$ cat config.mk
export PLATFORM = sky130hd
export DESIGN_NAME = wash_cycle_ctrl
export DESIGN_NICKNAME = d
export VERILOG_FILES = /design/src/rtl/wash_pkg.sv /design/src/rtl/wash_timer.sv /design/src/rtl/wash_cycle_ctrl.sv
export SDC_FILE = /design/constraint.sdc
export NUM_CORES = 1
export LEC_CHECK = 0
export ABC_CLOCK_PERIOD_IN_PS = 1980
export CAP_MARGIN = 0
export CORE_ASPECT_RATIO = 0.8
export CORE_MARGIN = 10
export CORE_UTILIZATION = 40
export DETAILED_ROUTE_END_ITERATION = 8
export PLACE_DENSITY = 0.65
export SYNTH_ARGS = -nofsm -noshare
export SYNTH_HDL_FRONTEND = slang
export SYNTH_SLANG_ARGS = --single-unit
$ cat constraint.sdc
create_clock -name clk -period 1.98 [get_ports clk]
set_input_delay 0.396 -clock clk [delete_from_list [all_inputs] [get_ports clk]]
set_output_delay 0.396 -clock clk [all_outputs]
set_load 0.01 [all_outputs]
$ cat src/rtl/wash_pkg.sv
// wash_pkg: shared state encoding, timer width and rinse-count helper for the wash cycle controller
package wash_pkg;
  typedef enum logic [2:0] {S_IDLE, S_FILL, S_WASH, S_DRAIN, S_SPIN, S_FAULT} state_t;
  localparam int TW = 32;
  function automatic logic [2:0] sat_inc(input logic [2:0] v);
    return v == 3'd7 ? v : v + 3'd1;
  endfunction
endpackage

$ cat src/rtl/wash_timer.sv
// wash_timer: cycle counter that flags the last cycle before limit is reached
// ports: clk, reset (sync, active-low), clear (sync zero), enable (count), limit (cycles) -> done
import wash_pkg::*;
module wash_timer (
  input  logic          clk,
  input  logic          reset,
  input  logic          clear,
  input  logic          enable,
  input  logic [TW-1:0] limit,
  output logic          done
);
  logic [TW-1:0] cnt;
  always_ff @(posedge clk)
    if (!reset || clear) cnt <= '0;
    else if (enable) cnt <= cnt + 1'b1;
  assign done = enable && cnt == limit - 1'b1;
endmodule

$ cat src/rtl/wash_cycle_ctrl.sv
// wash_cycle_ctrl: fill/wash/drain/rinse/spin sequencer with fill/drain timeout and heater control
// ports: clk, reset (sync, active-low), start, pause, full, cold, empty in;
//        ready, water_in, wash, drain, speed, fault one-hot phase outs; heat_r relay; rinse_idx passes done
import wash_pkg::*;
module wash_cycle_ctrl #(
  parameter int CLK_HZ  = 50000000,
  parameter int WASH_S  = 4,
  parameter int RINSE_S = 2,
  parameter int SPIN_S  = 2,
  parameter int N_RINSE = 1,
  parameter int TMO_S   = 10
) (
  input  logic       clk,
  input  logic       reset,
  input  logic       start,
  input  logic       pause,
  input  logic       full,
  input  logic       cold,
  input  logic       empty,
  output logic       ready,
  output logic       water_in,
  output logic       wash,
  output logic       drain,
  output logic       speed,
  output logic       heat_r,
  output logic       fault,
  output logic [2:0] rinse_idx
);
  localparam logic [TW-1:0] WASH_LIM  = TW'(WASH_S * CLK_HZ);
  localparam logic [TW-1:0] RINSE_LIM = TW'(RINSE_S * CLK_HZ);
  localparam logic [TW-1:0] SPIN_LIM  = TW'(SPIN_S * CLK_HZ);
  localparam logic [TW-1:0] TMO_LIM   = TW'(TMO_S * CLK_HZ);
  localparam logic [2:0]    N_R       = 3'(N_RINSE);
  state_t        state, next;
  logic          rinse_f, ph_en, to_en, ph_done, to_done, drained;
  logic [TW-1:0] ph_lim;
  logic [2:0]    idx_nxt;
  assign ph_en   = (state == S_WASH || state == S_SPIN) && !pause;
  assign to_en   = state == S_FILL || state == S_DRAIN;
  assign ph_lim  = state == S_SPIN ? SPIN_LIM : rinse_f ? RINSE_LIM : WASH_LIM;
  assign drained = state == S_DRAIN && empty;
  // only a drain that follows a rinse wash counts as a completed rinse pass
  assign idx_nxt = rinse_f ? sat_inc(rinse_idx) : rinse_idx;
  wash_timer u_ph (.clk(clk), .reset(reset), .clear(state != next), .enable(ph_en), .limit(ph_lim), .done(ph_done));
  wash_timer u_to (.clk(clk), .reset(reset), .clear(state != next), .enable(to_en), .limit(TMO_LIM), .done(to_done));
  always_ff @(posedge clk)
    state <= !reset ? S_IDLE : next;
  always_comb begin
    next = S_IDLE;
    case (state)
      S_IDLE:  next = start ? S_FILL : S_IDLE;
      S_FILL:  next = full ? S_WASH : to_done ? S_FAULT : S_FILL;
      S_WASH:  next = ph_done ? S_DRAIN : S_WASH;
      S_DRAIN: next = empty ? (idx_nxt == N_R ? S_SPIN : S_FILL) : to_done ? S_FAULT : S_DRAIN;
      S_SPIN:  next = ph_done ? S_IDLE : S_SPIN;
      S_FAULT: next = start ? S_IDLE : S_FAULT;
      default: next = S_IDLE;
    endcase
  end
  always_comb begin
    ready    = state == S_IDLE;
    water_in = state == S_FILL;
    wash     = state == S_WASH && !pause;
    drain    = state == S_DRAIN;
    speed    = state == S_SPIN && !pause;
    fault    = state == S_FAULT;
    heat_r   = state == S_WASH && cold && !pause && !ph_done;
  end
  always_ff @(posedge clk)
    if (!reset) begin
      rinse_f   <= 1'b0;
      rinse_idx <= 3'd0;
    end else begin
      rinse_f   <= state == S_IDLE ? 1'b0 : drained ? 1'b1 : rinse_f;
      rinse_idx <= state == S_IDLE && start ? 3'd0 : drained ? idx_nxt : rinse_idx;
    end
endmodule

==> impl_results.rst <==
.. list-table::
   :header-rows: 1

   * - Metric
     - Value
   * - Actual transition at the worst max-transition pin
     - 378 ps
   * - Detailed-route DRC error count
     - 0
   * - Avg Inst Size Synth
     - 8.43 um^2
   * - Register area share after synthesis
     - 39.1%
   * - Critical path, cell by cell
     - nor4bb_4, or4b_4, a2111oi_4, o22a_2, buf_12, nor2_1
   * - Area occupied by multi-input gates
     - 2150 um^2
   * - Floorplan Core Area
     - 8960 um^2
   * - Count of routing violations after the opening detailed-route iteration
     - 193
   * - Total wire length after detailed routing
     - about 8700 um
   * - Most frequent cells in the layout
     - 77 x sky130_fd_sc_hd__nor2_1, 69 x sky130_fd_sc_hd__buf_4, 66 x sky130_fd_sc_hd__dfxtp_1, 36 x sky130_fd_sc_hd__xor2_1, 27 x sky130_fd_sc_hd__nand3_1
   * - Flops & latches, synth
     - 71
   * - Maximum number of pins on one net before global-route repair
     - 34
   * - Worst hold path startpoint
     - u_to.cnt[31]
   * - Reg area
     - between 1000 and 1500 um^2
   * - Total net switching power
     - ~730 uW
   * - Number of warnings issued by yosys
     - 0
   * - Proportion of layout cells with a drive suffix above 1
     - a little under a quarter
   * - Hold path depth
     - 2
   * - PD cells
     - between 600 and 700 nW/um^2
   * - Seq pwr share
     - 44.2%
   * - FF-to-FF End
     - u_to.cnt[26]
   * - Final Hold Viols
     - 0
   * - Chip height
     - 105 um
   * - Clock slew at the register clock pins of the worst setup and hold paths
     - 60 ps
   * - Number of maximum-capacitance constraint violations
     - 0
   * - Growth of design area from synthesis to finish
     - 31.3%
   * - Initial antenna violation count
     - 0
   * - Largest cells by area after synthesis
     - sky130_fd_sc_hd__dfxtp_1 39%, sky130_fd_sc_hd__xor2_1 8.7%, sky130_fd_sc_hd__nor2_1 8.1%, sky130_fd_sc_hd__xnor2_1 5.1%, sky130_fd_sc_hd__nand4_1 4.0%
   * - CTS buffer count
     - 9
   * - WHS Endpoint
     - u_to.cnt[31]
   * - Slack of the worst reg-to-reg path
     - -190 ps
   * - Cell area after synthesis
     - 3630 um^2
   * - Share of the synthesized area in the top cell type
     - 39.1%
   * - Buffers added on ports
     - 16
   * - Overall die width
     - 127 um
   * - Number of detailed-route iterations in the first pass
     - 4
   * - Maximum resistive drop on vdd
     - between 0.0004 and 0.0005 V
   * - Internal power
     - ~2500 uW
   * - Setup crit start kind
     - register
   * - Number of vias in the routed layout
     - 3266
   * - Antenna-violating nets left
     - 0
   * - Final Total Pwr
     - approximately 3300 uW
   * - CTS root buffer
     - sky130_fd_sc_hd__clkbuf_16
   * - GP Congestion
     - 0.886
   * - Status
     - complete, but fails checks
   * - Setup repair after global routing missed its margin
     - true
   * - Maximum count of clock buffers along a single path
     - 2
   * - Worst Setup End Kind
     - register
   * - Routed wire length on met2
     - 3870 um
   * - Combinational cell fraction of total power
     - 6.8%
   * - Start-to-end type of the worst setup path
     - register to register
   * - Cells after Synth
     - 431
   * - Post-cts hold buffer count
     - 0
   * - Part of the cycle the worst path needs
     - 110%
   * - Fill cells
     - 821
   * - Total of endpoints with negative setup slack in the final report
     - 65
   * - Class of the most critical hold timing path
     - register to register
   * - Mean routed wirelength per cell
     - 13.8 um
   * - Post-synth cell types
     - 49
   * - Worst clock skew
     - ~6.1 ps
   * - Final Slew Violations
     - 0
   * - Clock latency reported for the late side of the worst-skew pair
     - 330 ps
   * - Most common cell after layout, fill and taps aside
     - sky130_fd_sc_hd__nor2_1
   * - Clock sink count
     - 71
   * - Metal-1 WL
     - about 4400 um
   * - Number of primary I/O pins
     - 17
   * - Critical path buffers and inverters
     - 1
   * - Final worst slack
     - -189 ps
   * - Number of core rows
     - 31
   * - Effective utilization at floorplan
     - 40.6%
   * - FF-to-FF Start
     - u_ph.cnt[26]
   * - Library cell occupying the most area in the post-synthesis netlist
     - sky130_fd_sc_hd__dfxtp_1
   * - R2R depth
     - 6
   * - Instance count after placement with tap cells included
     - between 600 and 700
   * - Die Area
     - 13300 um^2
   * - Non-Filler Instances
     - 630
   * - HPWL after DPL
     - 6370 um
   * - Largest fanout on the critical path
     - 33
   * - Maximum clock frequency
     - approximately 460 MHz
   * - Clock power frac
     - 49.1%
   * - Total nets after synthesis
     - around 440
   * - Required time at the endpoint of the critical path
     - 2190 ps
   * - Leakage power
     - about 0.0018 uW
   * - Maximum level of the CTS H-tree
     - 3
   * - GRT overflow
     - 0
   * - CP Data Arrival Time
     - 2380 ps
   * - Met3 wire length
     - 297 um
   * - Family with the most delay on the worst path
     - simple AND/OR/NAND/NOR gates
   * - Violated checks
     - negative setup slack
   * - Global-route wire length before repair
     - 14500 um
   * - Final cell utilization of the core
     - 53.3%
   * - Total track usage
     - 12.8%
   * - TritonCTS clock tree
     - built
   * - Fin crit period
     - around 2200 ps
   * - Fraction of power spent switching nets
     - 22.4%
   * - Relative slew slack
     - 74.4%
   * - Uppermost routed layer
     - met4
   * - Crit path max-delay cell type
     - sky130_fd_sc_hd__or4b_4
   * - Net total in the final layout
     - 520
   * - Antenna cell count
     - 0
   * - Vias per cell
     - about 5.2
   * - Via count of the first global-routing pass
     - ~3.1k
   * - Maximum cell stage delay along the critical path
     - 520 ps
stage by stage:
| step | instance area (um^2) | setup slack (ps) | setup TNS [ps] | hold WS (ps) |
|---|---|---|---|---|
| 6_report | 4770 | -189 | -10220 | 518 |
| 5_1_grt | 4770 | -264 | -14700 | 550 |
| 4_1_cts | 4760 | -169 | -8920 | 501 |
| 3_5_place_dp | 4370 | -680 | -34500 | 484 |
| 3_3_place_gp | 4370 | -616 | -31280 | 468 |
| 2_1_floorplan | 3670 | -43.9 | -1310 | 451 |
sequential cells by signal, indices dropped and copies added (netlist names):
register and count:
rinse_f 1, u_to.cnt 32, u_ph.cnt 32, state 3, rinse_idx 3
worst reg2reg max path: cells and delay by family (launching register included):
| kind | cells | cell delay, ps |
|---|---|---|
| AO/OA/AOI/OAI | 2 | 600 |
| AND/OR/NAND/NOR | 3 | 910 |
| buffers and inverters | 1 | 200 |
| flip-flops | 1 | 340 |
logic make-up (layout without fill, tap and decap cells):
group / count (synthesis) / in the layout / share of synthesized area (%)
AND/OR/NAND/NOR: 236 / 236 / 34.8
multiplexers: 3 / 3 / 0.826
flip-flops: 71 / 71 / 39.1
AO/OA/AOI/OAI: 30 / 30 / 5.20
XOR/XNOR: 58 / 58 / 14.2
buffers and inverters: 30 / 114 / 4.82
adder cells (fa/ha/maj): 3 / 3 / 1.03
worst max-delay path by stage:
| stage | from | to | slack, ps | depth (start not counted) |
|---|---|---|---|---|
| 4_1_cts | rinse_f | u_to.cnt[26] | -170 | 6 |
| 3_5_place_dp | pause | heat_r | -680 | 6 |
| 3_3_place_gp | pause | heat_r | -620 | 6 |
| 2_1_floorplan | pause | u_ph.cnt[31] | -40 | 6 |
| 6_report | u_ph.cnt[26] | u_to.cnt[26] | -190 | 6 |
| 5_1_grt | u_ph.cnt[25] | u_to.cnt[22] | -260 | 6 |
metal layers:
layer	vias up	track usage [%]
met5	-	0
met3	10	3.91
li1	1671	-
met1	1532	16.6
met2	53	20.0
met4	0	3.81
cells in the mapped netlist, drive strengths merged:
library cell,number
a2111oi,2
a211oi,1
a21o,1
a21oi,12
a31oi,2
a32o,1
and2,7
and3,9
and4,7
and4bb,1
buf,11
clkbuf,10
dfxtp,71
ha,3
inv,9
mux2i,3
nand2,22
nand2b,5
nand3,27
nand3b,2
nand4,24
nand4b,2
nand4bb,1
nor2,78
nor2b,4
nor3,10
nor3b,3
nor4,12
nor4b,5
nor4bb,5
o2111a,1
o211a,1
o21ai,7
o22a,1
o31ai,1
or2,1
or3,8
or3b,1
or4,1
or4b,1
xnor2,21
xor2,37
power groups by stage:
stage	logic, uW	registers, uW	clock network (uW)
global route	239	1440	1690
detailed placement	215	1470	0
floorplan	147	1470	0
CTS	220	1440	1640
finish	220	1440	1600
global placement	213	1470	0
repair_timing:
item | CTS | global route
cloned | 0 | 0
pin swaps | 6 | 0
buffers inserted | 2 | 0
endpoints found under the setup margin | 71 | 68
resized for setup | 32 | 7
layout make-up:
type	instances	share of cell area, %
Clock buffer	10	5.01
Clock inverter	6	1.26
Inverter	9	0.708
Multi-Input combinational cell	330	45.1
Sequential cell	71	29.9
Tap cell	115	3.02
Timing Repair Buffer	89	15.0
No activity file was read; power rests on OpenSTA's default activity.
